## src/rtl/cmp_stream_tracker.sv

```systemverilog
// cmp_stream_tracker: per-beat a/b compare in unsigned, two's complement or
// sign-magnitude format, plus running max/min (with beat index) of a across
// a framed stream. Every output is registered.
module cmp_stream_tracker #(
  parameter int WIDTH = 8,
  parameter int IDX_W = 8
) (
  input  logic             clk,
  input  logic             rst,
  input  logic             in_valid,
  input  logic             in_first,
  input  logic             in_last,
  input  logic [1:0]       mode,
  input  logic [WIDTH-1:0] a,
  input  logic [WIDTH-1:0] b,
  output logic             out_valid,
  output logic [2:0]       flag,
  output logic             frame_done,
  output logic [WIDTH-1:0] max_val,
  output logic [WIDTH-1:0] min_val,
  output logic [IDX_W-1:0] max_idx,
  output logic [IDX_W-1:0] min_idx,
  output logic             idx_ovf
);

  typedef enum logic {IDLE, ACTIVE} state_t;

  state_t           state, state_nxt;
  logic [1:0]       fmode;
  logic [IDX_W-1:0] idx, idx_inc;
  logic             idx_sat, start, beat, closing;
  logic [2:0]       c_pair, c_max, c_min;

  // Three-way compare, returns {lt, gt, eq}. Mode 11 falls into the unsigned
  // default. Sign-magnitude treats +0 and -0 as equal.
  function automatic logic [2:0] cmp3(input logic [WIDTH-1:0] x,
                                      input logic [WIDTH-1:0] y,
                                      input logic [1:0]       m);
    logic gt, lt;
    logic xz, yz;
    gt = 1'b0;
    lt = 1'b0;
    xz = ~|x[WIDTH-2:0];
    yz = ~|y[WIDTH-2:0];
    case (m)
      2'b01: begin
        gt = $signed(x) > $signed(y);
        lt = $signed(x) < $signed(y);
      end
      2'b10: begin
        if (xz && yz) begin
          gt = 1'b0;
          lt = 1'b0;
        end else if (x[WIDTH-1] != y[WIDTH-1]) begin
          gt = ~x[WIDTH-1];
          lt = x[WIDTH-1];
        end else if (!x[WIDTH-1]) begin
          gt = x[WIDTH-2:0] > y[WIDTH-2:0];
          lt = x[WIDTH-2:0] < y[WIDTH-2:0];
        end else begin
          // both negative: larger magnitude is the smaller value
          gt = x[WIDTH-2:0] < y[WIDTH-2:0];
          lt = x[WIDTH-2:0] > y[WIDTH-2:0];
        end
      end
      default: begin
        gt = x > y;
        lt = x < y;
      end
    endcase
    return {lt, gt, ~(lt | gt)};
  endfunction

  // Beat classification and compares against the running extremes.
  always_comb begin
    start   = in_valid & in_first;
    beat    = in_valid & ~in_first & (state == ACTIVE);
    closing = in_valid & in_last & (in_first | (state == ACTIVE));
    idx_sat = &idx;
    idx_inc = idx_sat ? idx : idx + 1'b1;
    c_pair  = cmp3(a, b, mode);
    c_max   = cmp3(a, max_val, fmode);
    c_min   = cmp3(a, min_val, fmode);
  end

  // Tracker next state: first always (re)opens, last closes.
  always_comb begin
    state_nxt = state;
    if (start)
      state_nxt = in_last ? IDLE : ACTIVE;
    else if (beat && in_last)
      state_nxt = IDLE;
  end

  // Tracker state register.
  always_ff @(posedge clk or posedge rst) begin
    if (rst) state <= IDLE;
    else     state <= state_nxt;
  end

  // Pair path: one-cycle latency, flag holds while in_valid is low.
  always_ff @(posedge clk or posedge rst) begin
    if (rst) begin
      out_valid <= 1'b0;
      flag      <= 3'b000;
    end else begin
      out_valid <= in_valid;
      if (in_valid) flag <= c_pair;
    end
  end

  // Frame statistics: load on first, strict updates keep earliest index,
  // results hold after the frame until the next first.
  always_ff @(posedge clk or posedge rst) begin
    if (rst) begin
      frame_done <= 1'b0;
      fmode      <= 2'b00;
      idx        <= '0;
      max_val    <= '0;
      min_val    <= '0;
      max_idx    <= '0;
      min_idx    <= '0;
      idx_ovf    <= 1'b0;
    end else begin
      frame_done <= closing;
      if (start) begin
        fmode   <= mode;
        idx     <= '0;
        max_val <= a;
        min_val <= a;
        max_idx <= '0;
        min_idx <= '0;
        idx_ovf <= 1'b0;
      end else if (beat) begin
        idx <= idx_inc;
        if (idx_sat) idx_ovf <= 1'b1;
        if (c_max[1]) begin
          max_val <= a;
          max_idx <= idx_inc;
        end
        if (c_min[2]) begin
          min_val <= a;
          min_idx <= idx_inc;
        end
      end
    end
  end

endmodule

```

## config.mk

```make
export PLATFORM = sky130hd
export DESIGN_NAME = cmp_stream_tracker
export DESIGN_NICKNAME = d
export VERILOG_FILES = /design/src/rtl/cmp_stream_tracker.sv
export SDC_FILE = /design/constraint.sdc
export NUM_CORES = 1
export LEC_CHECK = 0
export CORE_MARGIN = 2
export CORE_UTILIZATION = 56
export DETAILED_ROUTE_END_ITERATION = 10
export PLACE_DENSITY = 0.95
export SYNTH_ARGS = -nofsm -noshare
export SYNTH_HDL_FRONTEND = slang
export SYNTH_SLANG_ARGS = --single-unit
```

## constraint.sdc

```tcl
create_clock -name clk -period 6.95 [get_ports clk]
set_input_delay 0.695 -clock clk [delete_from_list [all_inputs] [get_ports clk]]
set_output_delay 0.695 -clock clk [all_outputs]
set_load 0.05 [all_outputs]
```

-- Yosys cells after proc, flatten, opt, wreduce, memory -nomap -nowiden
Cells that the tools add are included.
- mux-type cells: 37
- $lt $le $gt $ge: 14
- eq/ne operators: 7
- reduce and logical (&&, ||, !) cells: 21
- $add $sub $neg: 1
- bitwise operators: 10
- operators with widths (cell ; count):
    $mux W8 ; 15
    $gt A8 B8 Y1 ; 4
    $lt A8 B8 Y1 ; 4
    $reduce_or A7 Y1 ; 4
    $gt A7 B7 Y1 ; 3
    $lt A7 B7 Y1 ; 3
    $mux W1 ; 18
    $reduce_bool A2 Y1 ; 5
    $add A8 B1 Y8 const B ; 1
    $pmux W1 S2 ; 4
    $reduce_and A8 Y1 ; 1
    $reduce_and A2 Y1 ; 3
    $and A1 B1 Y1 ; 5
    $eq A2 B1 Y1 const B ; 2
    $eq A2 B2 Y1 const B ; 2
    $logic_and A1 B1 Y1 ; 4
    $logic_not A1 Y1 ; 4
    $ne A1 B1 Y1 ; 3
    $not A1 Y1 ; 3
    $or A1 B1 Y1 ; 2
- bits of input ports: 23
- logic and storage cells: 101
- register bits after elaboration: 49

-- Logic depth before layout (Yosys ltp)
- depth in word-level cells: 8
- gate-level depth with buffers: 11
- mapped depth without buffers: 9

-- Least setup slack after synthesis
No wires, ideal clock.
- kind: register to register
- start point: reg max_val[5]
- end point: reg max_idx[1]
- slack: 4172 ps
- clock period less this slack: 2778 ps
- buffers on the path: 2
- arrival: 2653 ps
- data required time: 6825 ps
- cell stages (with the launch flop): 12
- path through: dfrtp_1 > inv_1 > ha_1 > a21o_1 > a221oi_2 > o21ai_1 > a21o_2 > o221ai_2 > and2b_1 > buf_6 > buf_12 > mux2_4
- cells in the longest elaborated chain, start to end: 7
- RTL lines (element ; line ; RTL):
    start: declaration ; 19 ; output logic [WIDTH-1:0] max_val,
    start signal: assignment ; 119 ; max_val <= '0;
    start signal: assignment ; 129 ; max_val <= a;
    start signal: assignment ; 138 ; max_val <= a;
    $gt A7 B7 Y1 (tied with other cells) ; - ;
    $mux W1 / $logic_not A1 Y1 (equally long branches) ; 57, 44 ;
    $mux W1 / $logic_and A1 B1 Y1 (equally long branches) ; 54, 51 ;
    $mux W1 ; 51 ; if (xz && yz) begin
    $pmux W1 S2 * ; 45 ; case (m)
    $reduce_bool A2 Y1 (no line) * ; - ;
    $reduce_and A2 Y1 (no line) * ; - ;
    end signal: assignment ; 139 ; max_idx <= idx_inc;
    end: declaration ; 21 ; output logic [IDX_W-1:0] max_idx,
Every way passes the cells marked *; elsewhere a longest branch is shown, timed or not.
A chain may end at the register's enable or synchronous reset.

-- Worst setup path in the final report
- start point: in a[5]
- end point: reg max_idx[7]
- cells in the longest elaborated chain, start to end: 7
- RTL lines (element ; line ; RTL):
    start: declaration ; 14 ; input logic [WIDTH-1:0] a,
    $gt A7 B7 Y1 (tied with other cells) ; - ;
    $mux W1 / $logic_not A1 Y1 (equally long branches) ; 57, 43 ;
    $mux W1 / $logic_and A1 B1 Y1 (equally long branches) ; 54, 51 ;
    $mux W1 ; 51 ;
    $pmux W1 S2 * ; 45 ;
    $reduce_bool A2 Y1 (no line) * ; - ;
    $reduce_and A2 Y1 (no line) * ; - ;
Marked as above.

==> impl_metrics.env <==
export IMPL_finalHoldViolations=0
export IMPL_worst_pin_slew_ns=0.991
export IMPL_port_buffers=60
export IMPL_ys_seq_area_share_pct=39.5
export IMPL_post_cts_resize_count=0
export IMPL_grt_ovfl_total=0
export IMPL_synth_xor_xnor_area_share_pct=1.41
export IMPL_crit_chain="clkdlybuf4s50_1 -> ha_1 -> and3_2 -> a221oi_2 -> o21ai_1 -> a21o_2 -> o221ai_2 -> and2b_1 -> mux2_2"
export IMPL_wl_per_cell_um=16.6
export IMPL_finalWirelength_mm=7.33
export IMPL_final_nets=421
export IMPL_worstPathRequired_ns=7.14
export IMPL_place_congestion=0.814
export IMPL_synth_cell_types=62
export IMPL_post_cts_buffers=0
export IMPL_pin_count=61
export IMPL_ys_top_cells_by_area="dfrtp_1, ha_1, mux2_2"
export IMPL_synthFlopType="dfrtp_1"
export IMPL_drcViolationCount=0
export IMPL_area_delta_synth_final_pct=23.0
export IMPL_cp_end_kind="flip-flop"
export IMPL_die_h_um=78.5
export IMPL_synth_edf_count=0
export IMPL_yosysWarnings=0
export IMPL_vias=2617
export IMPL_clock_skew_ns=0.00839
export IMPL_finalSetupViolCount=0
export IMPL_crit_slowest_cell="and2b_1"
export IMPL_synth_top_family_by_area="compound AO/OA/AOI/OAI gates"
export IMPL_p_leak_nw=1.73
export IMPL_synth_area_per_cell_um2=10.0
export IMPL_period_minus_slack_ns=3.56
export IMPL_syn_num_nets=362
export IMPL_cts_clk_slew_worst_paths_ns=0.09
export IMPL_place_ws_ns=3.08
export IMPL_yosys_mux_area_fraction_pct=9.58
export IMPL_fillCellCount=366
export IMPL_powerDensity_nw_per_um2=352
export IMPL_die_w_um=78.5
export IMPL_drtIter0Drc=182
export IMPL_grt_pass1_vias=2637
export IMPL_synth_seq_cells=49
export IMPL_die_area_um2=6160
export IMPL_fmax_mhz=281
export IMPL_yosys_area_top_type_share_pct=39.5
export IMPL_hold_path_class="reg -> reg"
export IMPL_cp_data_arrival_time_ns=3.75
export IMPL_antenna_cells=0
export IMPL_cts_root_buffer_cell="clkbuf_8"
export IMPL_antenna_found_initial=0
export IMPL_insertion_delay_ns=0.30
export IMPL_cap_violations=0
export IMPL_slew_violations=0
export IMPL_ant_nets=0
export IMPL_drive_gt1_share_pct=11.9
export IMPL_numCtsBuffers=5
export IMPL_final_setup_worst_slack_ns=3.39
export IMPL_vdd_ir_drop_max_mv=0.252
export IMPL_critPathKind="in -> reg"
export IMPL_crit_fanout=16
export IMPL_grt_pass1_wl_mm=12.3
export IMPL_cts_max_path_buffers=2
export IMPL_synth_top_area_cell="dfrtp_1"
export IMPL_cts_hold_buf=0
export IMPL_synth_cells=310
export IMPL_start_util_pct=57.1
export IMPL_cts_sinks=49
export IMPL_synth_async_reset_ratio_pct=100
export IMPL_relSlewSlack_pct=33.9
export IMPL_grt_max_degree=50
export IMPL_h_tree_depth=2
export IMPL_core_area_um2=5440
export IMPL_hpwlAfterDp_mm=5.46
export IMPL_status="finished clean"
export IMPL_drtPass1Iterations=4
export IMPL_finalSetupTns_ns=0
export IMPL_cts_tree="yes"
export IMPL_synth_compound_area_share_pct=16.5
export IMPL_worstSetupStartpointType="primary input"
export IMPL_vias_per_cell=5.92
export IMPL_rsz0062_at_grt="false"
export IMPL_grt_usage_pct=25.2
export IMPL_slowest_delay_ns=0.67
export IMPL_synth_adder_area_share_pct=11.7
export IMPL_period_share_pct=51.2
export IMPL_num_rows=27
export IMPL_synth_area_um2=3110
export IMPL_yosys_area_share_simple_pct=15.0
==> metrics by stage <==
step	std cells	total power [mW]	utilization, %	hold WS, ns	cell area, µm²
after floorplan	310	0.955	-	0.504	3110
after global placement	434	1.14	68.7	0.472	3740
after detailed placement	434	1.17	68.7	0.471	3740
after CTS	442	1.35	70.3	0.501	3820
after global routing	442	1.42	70.3	0.522	3820
final	442	1.34	70.3	0.495	3820
==> routing by layer <==
layer  global-route usage [%]  up-vias  wire [µm]
met2                     43.3       86       3760
met3                     4.02       14        297
met1                     32.6     1282       3140
met5                        0        -          0
li1                         -     1235          -
met4                     8.07        0        131
==> layout make-up <==
class	count	area [µm²]	share of cell area, %
clock inverter	2	13.8	0.360
multi-input combinational	217	1680	44.1
inverter	36	135	3.54
timing repair buffer	60	601	15.7
clock buffer	6	72.6	1.90
tap	72	90.1	2.36
sequential	49	1230	32.1
==> flip-flops by register name, indices dropped and copies added (netlist names) <==
register / flops
fmode: 2
out_valid: 1
idx_ovf: 1
min_idx: 8
state: 1
max_idx: 8
idx: 8
max_val: 8
min_val: 8
frame_done: 1
flag: 3
==> final timing paths <==
| check | startpoint | to | slack, ns | cells after the start |
|---|---|---|---|---|
| max in group asynchronous | rst | min_val[7]$_DFFE_PP0P_ | 5.39 | 2 |
| setup / recovery | a[5] | max_idx[7]$_DFFE_PP0P_ | 3.39 | 9 |
| hold / removal | flag[1]$_DFFE_PP0P_ | flag[1]$_DFFE_PP0P_ | 0.49 | 1 |
| min in group asynchronous | rst | max_idx[4]$_DFFE_PP0P_ | 0.94 | 2 |
| hold reg to reg | flag[1]$_DFFE_PP0P_ | flag[1]$_DFFE_PP0P_ | 0.49 | 1 |
| setup reg to reg | max_val[5]$_DFFE_PP0P_ | max_idx[7]$_DFFE_PP0P_ | 3.95 | 9 |
==> cells in the mapped netlist, drive strengths merged (3+ instances only) <==
cell type and n:
dfrtp 49, inv 36, ha 29, mux2 22, nor2 22, o21ai 22
nand2 21, a21oi 10, nand3 8, nand4 8, nor3 6, o2bb2ai 6
a21o 4, buf 4, clkbuf 4, nor4 4, xnor2 4, a32o 3
nor2b 3, o22ai 3
==> kinds of logic after synthesis <==
kind of cell | count (synthesis)
buf+inv | 44
xor+xnor | 5
mux | 24
compound gates | 70
flops | 49
fa+ha+maj | 29
simple gates | 89
==> cell usage in the layout (no fill, tap or decap), drive strengths merged, types with 3 or more instances in the layout <==
| cell type | Yosys | routed |
|---|---|---|
| ha | 29 | 29 |
| o2bb2ai | 6 | 6 |
| inv | 36 | 37 |
| nand2 | 21 | 21 |
| a21o | 4 | 4 |
| clkdlybuf4s50 | 0 | 60 |
| xnor2 | 4 | 4 |
| o21ai | 22 | 22 |
| clkbuf | 4 | 6 |
| a32o | 3 | 3 |
| nand3 | 8 | 8 |
| o22ai | 3 | 3 |
| nand4 | 8 | 8 |
| nor2 | 22 | 22 |
| dfrtp | 49 | 49 |
| nor3 | 6 | 6 |
| mux2 | 22 | 22 |
| nor4 | 4 | 4 |
| a21oi | 10 | 10 |
| nor2b | 3 | 3 |
==> power by group <==
part / leakage [nW] / switching (mW) / internal, mW
registers: 0.630 / 0.0723 / 0.355
clock network: 0.0456 / 0.0968 / 0.0719
logic: 1.05 / 0.451 / 0.298
==> critical path, delay by kind of cell <==
| family | cells | cell delay [ns] |
|---|---|---|
| fa+ha+maj | 1 | 0.29 |
| simple gates | 2 | 0.91 |
| mux | 1 | 0.41 |
| buf+inv | 1 | 0.62 |
| compound gates | 4 | 0.81 |
Power figures use the tool's default switching activity.
